--- src/rtl/narrow_pkg.sv ---
// Shared constants and state type for the saturating narrow-and-pack unit.
package narrow_pkg;

  // Clamp limits of a 2-bit signed lane.
  localparam logic [1:0] LANE_MAX = 2'b01;  // +1
  localparam logic [1:0] LANE_MIN = 2'b10;  // -2

  // Width of the filled-lane count that accompanies each packed word.
  localparam int unsigned CNT_W = 3;

  // FILLING: no word held, OUT_VALID low. HOLDING: a packed word waits for pop.
  typedef enum logic [0:0] {
    StFilling,
    StHolding
  } pack_state_e;

endpackage

--- src/rtl/sat_narrow.sv ---
// Combinational signed clamp of an IN_W-bit value into a LANE_W-bit lane.
module sat_narrow
  import narrow_pkg::*;
#(
  parameter int unsigned IN_W   = 8,
  parameter int unsigned LANE_W = 2
) (
  input  logic [IN_W-1:0]   val_i,
  output logic [LANE_W-1:0] lane_o,
  output logic              sat_o
);

  // Bits that must all equal the lane sign bit for the value to fit unchanged.
  logic [IN_W-LANE_W:0] upper;

  assign upper = val_i[IN_W-1:LANE_W-1];

  // Clamp toward the limit that matches the input sign when the value does not fit.
  always_comb begin
    sat_o  = !((&upper) || !(|upper));
    lane_o = val_i[LANE_W-1:0];
    if (sat_o) begin
      lane_o = val_i[IN_W-1] ? LANE_MIN : LANE_MAX;
    end
  end

endmodule

--- src/rtl/sign_narrow_pack.sv ---
// Narrows a signed input stream to 2-bit lanes and packs them into words, with
// valid/ready on both sides, a one-word output register and a sticky overflow flag.
module sign_narrow_pack
  import narrow_pkg::*;
#(
  parameter int unsigned IN_W   = 8,
  parameter int unsigned LANE_W = 2,
  parameter int unsigned LANES  = 4
) (
  input  logic                     CLK,
  input  logic                     RST_N,
  input  logic [IN_W-1:0]          IN,
  input  logic                     IN_VALID,
  output logic                     IN_READY,
  input  logic                     IN_LAST,
  output logic [LANE_W*LANES-1:0]  OUT,
  output logic [CNT_W-1:0]         OUT_CNT,
  output logic                     OUT_VALID,
  input  logic                     OUT_READY,
  output logic                     OVF,
  input  logic                     OVF_CLR
);

  localparam int unsigned OutW = LANE_W * LANES;
  localparam int unsigned PtrW = (LANES > 1) ? $clog2(LANES) : 1;

  pack_state_e       state_q, state_d;
  logic [PtrW-1:0]   ptr_q, ptr_d;
  logic [OutW-1:0]   acc_q, acc_d;
  logic [OutW-1:0]   out_q, out_d;
  logic [CNT_W-1:0]  cnt_q, cnt_d;
  logic              ovf_q, ovf_d;

  logic [LANE_W-1:0] lane;
  logic              sat;
  logic              out_valid;
  logic              in_ready;
  logic              accept;
  logic              pop;
  logic              last_lane;
  logic              close;
  logic [OutW-1:0]   acc_new;

  sat_narrow #(
    .IN_W   (IN_W),
    .LANE_W (LANE_W)
  ) u_sat_narrow (
    .val_i  (IN),
    .lane_o (lane),
    .sat_o  (sat)
  );

  // Handshake decode; IN_READY depends only on held state and OUT_READY.
  always_comb begin
    out_valid = (state_q == StHolding);
    in_ready  = !out_valid || OUT_READY;
    accept    = IN_VALID && in_ready;
    pop       = out_valid && OUT_READY;
    last_lane = (ptr_q == PtrW'(LANES - 1));
    close     = accept && (IN_LAST || last_lane);
  end

  // Accumulator with the incoming lane written at the pointer position.
  // Lanes above the pointer are already zero because the accumulator clears on close.
  always_comb begin
    acc_new = acc_q;
    for (int unsigned i = 0; i < LANES; i++) begin
      if (ptr_q == PtrW'(i)) begin
        acc_new[i*LANE_W +: LANE_W] = lane;
      end
    end
  end

  // Lane pointer, accumulator and output word next-state.
  always_comb begin
    ptr_d = ptr_q;
    acc_d = acc_q;
    out_d = out_q;
    cnt_d = cnt_q;
    if (close) begin
      out_d = acc_new;
      cnt_d = CNT_W'(ptr_q) + CNT_W'(1);
      acc_d = '0;
      ptr_d = '0;
    end else if (accept) begin
      acc_d = acc_new;
      ptr_d = ptr_q + PtrW'(1);
    end
  end

  // FILLING/HOLDING next-state; a close during a pop keeps HOLDING with no bubble.
  always_comb begin
    state_d = state_q;
    unique case (state_q)
      StFilling: begin
        if (close) begin
          state_d = StHolding;
        end
      end
      StHolding: begin
        if (pop && !close) begin
          state_d = StFilling;
        end
      end
      default: state_d = StFilling;
    endcase
  end

  // Sticky overflow; a saturated accept wins over a simultaneous clear.
  always_comb begin
    ovf_d = ovf_q;
    if (OVF_CLR) begin
      ovf_d = 1'b0;
    end
    if (accept && sat) begin
      ovf_d = 1'b1;
    end
  end

  // State registers with asynchronous active-low reset.
  always_ff @(posedge CLK or negedge RST_N) begin
    if (!RST_N) begin
      state_q <= StFilling;
      ptr_q   <= '0;
      acc_q   <= '0;
      out_q   <= '0;
      cnt_q   <= '0;
      ovf_q   <= 1'b0;
    end else begin
      state_q <= state_d;
      ptr_q   <= ptr_d;
      acc_q   <= acc_d;
      out_q   <= out_d;
      cnt_q   <= cnt_d;
      ovf_q   <= ovf_d;
    end
  end

  // Output drive.
  always_comb begin
    IN_READY  = in_ready;
    OUT       = out_q;
    OUT_CNT   = cnt_q;
    OUT_VALID = out_valid;
    OVF       = ovf_q;
  end

endmodule
--- config.mk ---
export PLATFORM = sky130hd
export DESIGN_NAME = sign_narrow_pack
export DESIGN_NICKNAME = d
export VERILOG_FILES = /design/src/rtl/narrow_pkg.sv /design/src/rtl/sat_narrow.sv /design/src/rtl/sign_narrow_pack.sv
export SDC_FILE = /design/constraint.sdc
export NUM_CORES = 1
export LEC_CHECK = 0
export ABC_CLOCK_PERIOD_IN_PS = 2200
export BUFFER_PORTS_ARGS = -buffer_cell sky130_fd_sc_hd__clkbuf_2
export CORE_MARGIN = 1.5
export CORE_UTILIZATION = 50
export CTS_CLUSTER_DIAMETER = 120
export CTS_CLUSTER_SIZE = 8
export DETAILED_ROUTE_END_ITERATION = 10
export GPL_ROUTABILITY_DRIVEN = 0
export PLACE_DENSITY = 0.75
export SLEW_MARGIN = 20
export SYNTH_ARGS = -nofsm -noshare
export SYNTH_HDL_FRONTEND = slang
export SYNTH_SLANG_ARGS = --single-unit
--- constraint.sdc ---
create_clock -name CLK -period 2.2 [get_ports CLK]
set_input_delay 0 -clock CLK [delete_from_list [all_inputs] [get_ports CLK]]
set_output_delay 0 -clock CLK [all_outputs]
set_load 0.01 [all_outputs]
==> results by group, run 1 <==
Power and ir drop
  • P per Cell Area: 825.4 nW/µm²
  • Peak VDD IR: about 0.00057 V
  • Leakage power: 0.0006275 µW
  • Total power: 1085 µW

Global route
  • Largest net degree at the start of global routing: 24
  • All-layer global routing usage: 19.10%
  • Vias in the first global route: 820
  • Remaining Overflow, GRT: 0
  • Initial antenna violation count: 0
  • First-pass GRT wire length: 3663 µm

Final layout
  • Layout cell share with drive strength beyond 1: 27.61%
  • Reg area: 575.6 µm²
  • Fillers: slightly below 200
  • Finished Layout Cells: 162
  • Most frequent cells in the layout: 27 x clkbuf_2, 23 x dfrtp_1, 11 x o21ai_0
  • Nets@finish: 153
  • P&R area growth vs syn: 15.11%
  • Antenna cell count: 0
  • Commonest non-fill, non-tap cell in the layout: clkbuf_2
  • Area of the multi-input gates: around 500 µm²

Routing
  • Iter 0 DRT Violations: 24
  • Met1 WL: approximately 980 µm
  • WL final: 2134 µm
  • Via count: 857
  • TritonRoute pass-1 iters: 4
  • Met3 routed WL: 93 µm
  • Max Used Layer: met4
  • DRT antenna net count: 0
  • Post-route DRC: 0
  • Met2 WL: 1054 µm
  • DR vias/cell: 5.290
  • Drt wl/cell: 13.17 µm

Floorplanning
  • Ports: 28
  • Site Rows: 17
  • CORE AREA: around 2200 µm²
  • Effective utilization at floorplan: between 50% and 60%
  • Die height: 50.80 µm
  • Die ar.: approximately 2600 µm²
  • Die W: 50.80 µm

STA
  • Max Freq: between 500 and 600 MHz
  • Period Utilization, post-route: between 70% and 80%
  • Slew HR: between 50% and 60%
  • Final setup fails: 0
  • Unrepaired setup endpoints after global routing: false
  • Minimum clock period: 1750 ps
  • Setup TNS: 0 ps
  • Hold slack: -1.116 ps
  • Worst-Margin Slew: 644.4 ps
  • Final hold vios: 1
  • Clock skew: 3.959 ps
  • Final Max Tran Viols: 0

Logic synthesis
  • Largest area contributor in the netlist: dfrtp_1
  • Post-Syn Area: between 1000 and 1500 µm²
  • Library cells used by synthesis: 32
  • Top cells by area, synth: dfrtp_1 50%, a32o_1 5.3%, o21ai_0 4.8%, a21oi_1 4.4%, ha_1 4.4%
  • Synth top area share: 50.38%
  • Flops & latches, synth: 23
  • Post-synthesis sequential area ratio: between 50% and 60%
  • Syn. warnings: 0
  • Mapped Nets: 125
  • Mapped Cells: about 110
  • Avg Cell Area, Syn: 10.68 µm²

Clock network
  • Clock Root Buffer: clkbuf_4
  • Clock Sinks: 23
  • Clk_lat worst skew: approximately 300 ps
  • CTS max path bufs: 2
  • H-tree levels: 1
  • CTS Buf Count: 3
  • CTS tree: done
  • Cts repair resizes: 0
  • Clock transition at path regs: 120 ps
  • Setup Fix Bufs, Post-CTS: 0

Critical path
  • Critical path required time: 2400 ps
  • WP buf/inv: 0
  • Cell count along the critical path: 4
  • WS Path Type: flip-flop to flip-flop
  • Crit path largest cell delay: 430 ps
  • CP arrival: roughly 2000 ps
  • R2R cell count: 4
  • Crit path max-delay family: simple AND/OR/NAND/NOR gates
  • Cell Chain, Critical Path: ha_1 -> or2_1 -> nand3_4 -> mux2_2
  • CP Max Fanout: 16
  • CP Capture Type: flip-flop
  • Crit start category: flip-flop
  • CP max stage cell: dfrtp_1

Place
  • IO buf count: 27
  • Post-DP HPWL: 1649 µm
  • Placed cells: 156

Min path
  • Worst Hold Path Cells: 3
  • Hold WC Path Type: input pin to flip-flop

Status
  • Run status: finished with violations
  • Failing checks: hold timing

Job
  • Max-cap violations: 0
-- worst register-to-register path, cell delays in order, from the launching register on --
cell and delay (ps):
dfrtp_1 430, ha_1 300, or2_1 370, nand3_4 210, mux2_2 350
-- area by class of cell --
cell class / instances / share of cell area, %
Clock buffer: 4 / 1.998
Inverter: 7 / 1.998
Multi-Input combinational cell: 71 / 37.77
Sequential cell: 23 / 43.77
Tap cell: 28 / 2.664
Timing Repair Buffer: 29 / 11.80
-- metrics by stage --
stage	worst slack, ps	hold WS (ps)	cell area [µm²]	utilization, %
final	450.0	-1.116	1315	60.02
after global routing	358.2	5.439	1315	60.02
after CTS	446.9	2.066	1315	60.02
after detailed placement	466.3	17.37	1269	57.91
after global placement	508.4	9.334	1269	57.91
after floorplan	617.9	-295.6	1142	-
-- report_power, final --
group          internal (µW)  switching (µW)
logic                    145             191
clock network           70.6             120
registers                508            50.8
-- routing by layer --
metal | GRT usage, % | vias up
li1 | - | 438
met3 | 3.571 | 2
met1 | 26.21 | 393
met4 | 4.054 | 0
met2 | 31.58 | 24
met5 | 0 | -
-- logic make-up (layout without fill, tap and decap cells) --
kind of cell,Yosys count,after routing,share of synthesized area (%)
multiplexers,5,5,4.491
buffers and inverters,13,40,6.134
AO/OA/AOI/OAI,33,33,18.40
adder cells (fa/ha/maj),4,4,4.381
AND/OR/NAND/NOR,29,29,16.21
flip-flops,23,23,50.38
-- repair_timing --
item                                    CTS  global route
hold buffers                              2             0
endpoints found under the hold margin    24             0
endpoints found under the setup margin    0             0
-- path summary, 6_finish.rpt --
path	to	slack, ps	startpoint
worst max-delay path	OUT_CNT[1]$_DFFE_PN0P_	450	ptr_q[0]$_DFFE_PN0P_
worst min-delay path	OUT_VALID$_DFF_PN0_	-1	OUT_READY
worst max register to register	OUT_CNT[1]$_DFFE_PN0P_	450	ptr_q[0]$_DFFE_PN0P_
worst min register to register	OUT[7]$_DFFE_PN0P_	490	OUT[7]$_DFFE_PN0P_
max in group asynchronous	OUT_CNT[0]$_DFFE_PN0P_	1650	RST_N
min in group asynchronous	OUT[7]$_DFFE_PN0P_	200	RST_N
-- state kept, by name (all words and copies together), names as in the netlist --
name       count
OUT            8
acc_q          8
OUT_CNT        3
ptr_q          2
OUT_VALID      1
OVF            1
-- synthesized netlist by cell type (all sizes together) --
library cell and number:
o22ai 2, nor2 2, mux2i 4, nor4b 1
nand3 6, nand2 10, nand2b 1, a21oi 10
nand4 2, and2 3, mux2 1, dfrtp 23
clkbuf 1, nor4 1, a31oi 1, a32o 6
a41oi 1, ha 4, inv 7, buf 5
nor3 1, o21ai 12, a22o 1, or2 1
and3 1
(Power assumes the default switching activity.)
==> inputs of run 2 (changes only) <==
--- a/config.mk
+++ b/config.mk
@@ -5,7 +5,8 @@
 export SDC_FILE = /design/constraint.sdc
 export NUM_CORES = 1
 export LEC_CHECK = 0
-export ABC_CLOCK_PERIOD_IN_PS = 2200
+export ABC_AREA = 1
+export ABC_CLOCK_PERIOD_IN_PS = 1650
 export BUFFER_PORTS_ARGS = -buffer_cell sky130_fd_sc_hd__clkbuf_2
 export CORE_MARGIN = 1.5
 export CORE_UTILIZATION = 50
==> constraint.sdc (replaced) <==
create_clock -name CLK -period 1.65 [get_ports CLK]
set_input_delay 0 -clock CLK [delete_from_list [all_inputs] [get_ports CLK]]
set_output_delay 0 -clock CLK [all_outputs]
set_load 0.01 [all_outputs]
==> run 2 against run 1 <==
The run now ends clean. Die area is 1.7% higher. Critical path depth rose by 2. Clock skew shrank 1.3 ps. Register-to-register slack got worse by 300 ps. Cell count increased by 25%. Largest power group unchanged. Clock power increased by 35%. Setup slack worse by 300 ps.
==> results by group, run 2 <==
Status
  • Run status: finished, final reports clean (was finished with violations)

Logic synthesis
  • Post-Synth Adder-Cell Area: 4.301% (was 4.381%)
  • Post-Syn Area: 1164 µm² (was 1142 µm²)
  • Mapped Cells: 143 (was 107)
  • Synth top area share: 49.46% (was 50.38%)
  • Commonest cells post-synth: 45 x nand2_1, 23 x dfrtp_1, 21 x inv_1 (was 23 x dfrtp_1, 11 x o21ai_0, 10 x a21oi_1)
  • Top cells by area, synth: dfrtp_1 49%, nand2_1 15%, inv_1 6.8%, nand3_1 5.2%, ha_1 4.3% (was dfrtp_1 50%, a32o_1 5.3%, o21ai_0 4.8%, a21oi_1 4.4%, ha_1 4.4%)
  • Largest area contributor in the netlist: dfrtp_1 (unchanged)
  • Async SR Flop Fraction: 100.0% (unchanged)
  • Flops & latches, synth: 23 (unchanged)
  • Post-synth EDFFs: 0 (unchanged)
  • Synth Area in XOR/XNOR: 0% (unchanged)
  • Syn. warnings: 0 (unchanged)
  • Post-synthesis compound-gate area fraction: 9.462% (was 18.40%)
  • Synth Area in Simple Gates: 28.06% (was 16.21%)
  • Top-count cell post-synth: nand2_1 (was dfrtp_1)
  • Mux contribution to synthesized area: 0% (was 4.491%)
  • Post-synthesis sequential area ratio: 49.46% (was 50.38%)
  • Avg Cell Area, Syn: 8.137 µm² (was 10.68 µm²)
  • Largest family of logic cells by synthesized area: simple AND/OR/NAND/NOR gates (was compound AO/OA/AOI/OAI gates)
  • Synth Flop Type: dfrtp_1 (unchanged)
  • Mapped Nets: 161 (was 125)
  • Library cells used by synthesis: 17 (was 32)

Global route
  • Initial antenna violation count: 0 (unchanged)
  • Remaining Overflow, GRT: 0 (unchanged)
  • All-layer global routing usage: 20.08% (was 19.10%)
  • First-pass GRT wire length: 3981 µm (was 3663 µm)
  • Vias in the first global route: 972 (was 820)
  • Largest net degree at the start of global routing: 24 (unchanged)

Critical path
  • WS Path Type: flip-flop to flip-flop (unchanged)
  • R2R cell count: 6 (was 4)
  • CP endpoint: acc_q[7]$_DFFE_PN0P_ (was OUT_CNT[1]$_DFFE_PN0P_)
  • Crit start category: flip-flop (unchanged)
  • Worst reg-to-reg setup slack: 150 ps (was 450 ps)
  • Beginning of the critical path: ptr_q[0]$_DFFE_PN0P_ (unchanged)
  • CP Max Fanout: 6 (was 16)
  • CP Capture Type: flip-flop (unchanged)
  • Reg2reg start: ptr_q[0]$_DFFE_PN0P_ (unchanged)
  • CP arrival: 1730 ps (was 1950 ps)
  • Reg2reg end: acc_q[7]$_DFFE_PN0P_ (was OUT_CNT[1]$_DFFE_PN0P_)
  • Critical path required time: 1880 ps (was 2400 ps)

Final layout
  • P&R area growth vs syn: 17.63% (was 15.11%)
  • Most frequent cells in the layout: 45 x nand2_1, 27 x clkbuf_2, 23 x dfrtp_1 (was 27 x clkbuf_2, 23 x dfrtp_1, 11 x o21ai_0)
  • Antenna cell count: 0 (unchanged)
  • Finished Layout Cells: 203 (was 162)
  • Nets@finish: 194 (was 153)
  • Utilization after layout: 61.88% (was 60.02%)
  • Layout cell share with drive strength beyond 1: 25.71% (was 27.61%)
  • Commonest non-fill, non-tap cell in the layout: nand2_1 (was clkbuf_2)

Clock network
  • CTS max path bufs: 2 (unchanged)
  • Clk_lat worst skew: 310 ps (was 300 ps)
  • Clock Sinks: 23 (unchanged)
  • H-tree levels: 1 (unchanged)
  • CTS Buf Count: 3 (unchanged)
  • Clock transition at path regs: 120 ps (about the same)
  • CTS tree: done (unchanged)
  • Clock Root Buffer: clkbuf_4 (unchanged)

STA
  • Final Max Tran Viols: 0 (unchanged)
  • Unrepaired setup endpoints after global routing: false (unchanged)
  • Final hold vios: 0 (was 1)
  • Max Freq: 667.7 MHz (was 571.4 MHz)
  • Final setup fails: 0 (unchanged)
  • Clock skew: 2.622 ps (was 3.959 ps)
  • Period Utilization, post-route: 90.76% (was 79.55%)
  • Slew HR: 62.79% (was 57.01%)
  • Setup TNS: 0 ps (unchanged)
  • Worst-Margin Slew: 558.1 ps (was 644.4 ps)
  • Minimum clock period: 1498 ps (was 1750 ps)

Floorplanning
  • CORE AREA: 2212 µm² (was 2191 µm²)
  • Ports: 28 (unchanged)
  • Die ar.: 2626 µm² (was 2581 µm²)
  • Effective utilization at floorplan: 52.60% (was 52.14%)
  • Die W: 51.24 µm (was 50.80 µm)
  • Site Rows: 17 (unchanged)
  • Die height: 51.24 µm (was 50.80 µm)

Power and ir drop
  • Sequential share of power: 50.6% (was 51.5%)
  • Internal: 972.1 µW (was 724.2 µW)
  • P per Cell Area: 1085 nW/µm² (was 825.4 nW/µm²)
  • Switch share: 34.52% (was 33.28%)
  • Clock power share: 17.2% (was 17.5%)
  • Peak VDD IR: 0.0007263 V (was 0.0005655 V)
  • Combinational share of power: 32.1% (was 31.0%)
  • Leakage power: 0.0007696 µW (was 0.0006275 µW)
  • Switch Pwr: 512.5 µW (was 361.3 µW)

Min path
  • Worst Hold Path Cells: 4 (was 3)
  • Hold_sp: OUT_READY (unchanged)
  • Hold WC Path Type: input pin to flip-flop (unchanged)

Routing
  • DRT antenna net count: 0 (unchanged)
  • Via count: 987 (was 857)
  • DR vias/cell: 4.862 (was 5.290)
  • Drt wl/cell: 11.08 µm (was 13.17 µm)
  • WL final: 2249 µm (was 2134 µm)
  • Post-route DRC: 0 (unchanged)
  • TritonRoute pass-1 iters: 4 (unchanged)
  • Iter 0 DRT Violations: 26 (was 24)

Job
  • Max-cap violations: 0 (unchanged)

Place
  • Post-DP HPWL: 1722 µm (was 1649 µm)
  • Placed cells: 197 (was 156)
  • IO buf count: 27 (unchanged)
==> run 2: changes by cell type in the layout (fill, tap and decap cells not counted), moves of 3 or more <==
cell	previous run	this run
nand2_1	9	45
inv_1	7	21
a21oi_1	10	0
nand3_1	5	12
a32o_1	6	0
nor2_1	2	7
mux2i_1	4	0
inv_2	0	3
o21ai_2	1	4
or2_2	0	3
==> run 2: power by group through the flow <==
stage	registers, µW	logic [µW]	clock network [µW]
floorplan	795	268	0
global placement	758	465	0
detailed placement	763	478	0
CTS	752	485	263
global route	766	550	275
finish	752	477	256
==> run 2: kinds of logic after synthesis <==
| kind of cell | after synthesis |
|---|---|
| AOI/OAI and AO/OA | 18 |
| adders and majority gates | 4 |
| buffers and inverters | 25 |
| DFF | 23 |
| and+or+nand+nor | 73 |
==> run 2: worst max-delay path, stage by stage (launching register included) <==
cell     delay [ps]
dfrtp_1         450
ha_1            280
nor2_2          190
nand2_1         170
inv_1           180
nand2_1          70
o21ai_0          80
==> run 2: metal layers <==
layer	wire (µm)	vias up	GRT usage, %
met5	0	-	0
met4	33	0	7.895
met3	78	5	3.216
met2	1131	21	34.42
met1	1005	456	25.33
li1	-	505	-
==> run 2: repair_timing <==
item                      CTS  global route
setup buffers               0             0
hold endpoints to repair   24             0
resized for setup           0             0
hold buffers                2             0
==> run 2: area by class of cell <==
class / instances / area (µm²)
Multi-Input combinational cell: 95 / 486.7
Clock buffer: 4 / 26.28
Sequential cell: 23 / 575.6
Fill cell: 203 / 843.3
Timing Repair Buffer: 29 / 155.1
Inverter: 24 / 90.09
Tap cell: 28 / 35.03
==> run 2: metrics by stage <==
step / setup WS (ps) / area, µm² / hold WS, ps / power, µW
after CTS: 156.3 / 1369 / 4.767 / 1500
after detailed placement: 176.8 / 1323 / 20.03 / 1242
after global placement: 241.7 / 1323 / 6.683 / 1223
after floorplan: 347.5 / 1164 / -295.6 / 1063
final: 152.4 / 1369 / 1.262 / 1485
after global routing: 24.38 / 1369 / 28.84 / 1591
==> run 2: worst min path at each step <==
stage,to,slack (ps)
2_1_floorplan,OUT[0]$_DFFE_PN0P_,-300
3_3_place_gp,OUT_VALID$_DFF_PN0_,7
3_5_place_dp,OUT[4]$_DFFE_PN0P_,20
4_1_cts,OUT_VALID$_DFF_PN0_,5
5_1_grt,OUT_VALID$_DFF_PN0_,30
6_report,OUT_VALID$_DFF_PN0_,1
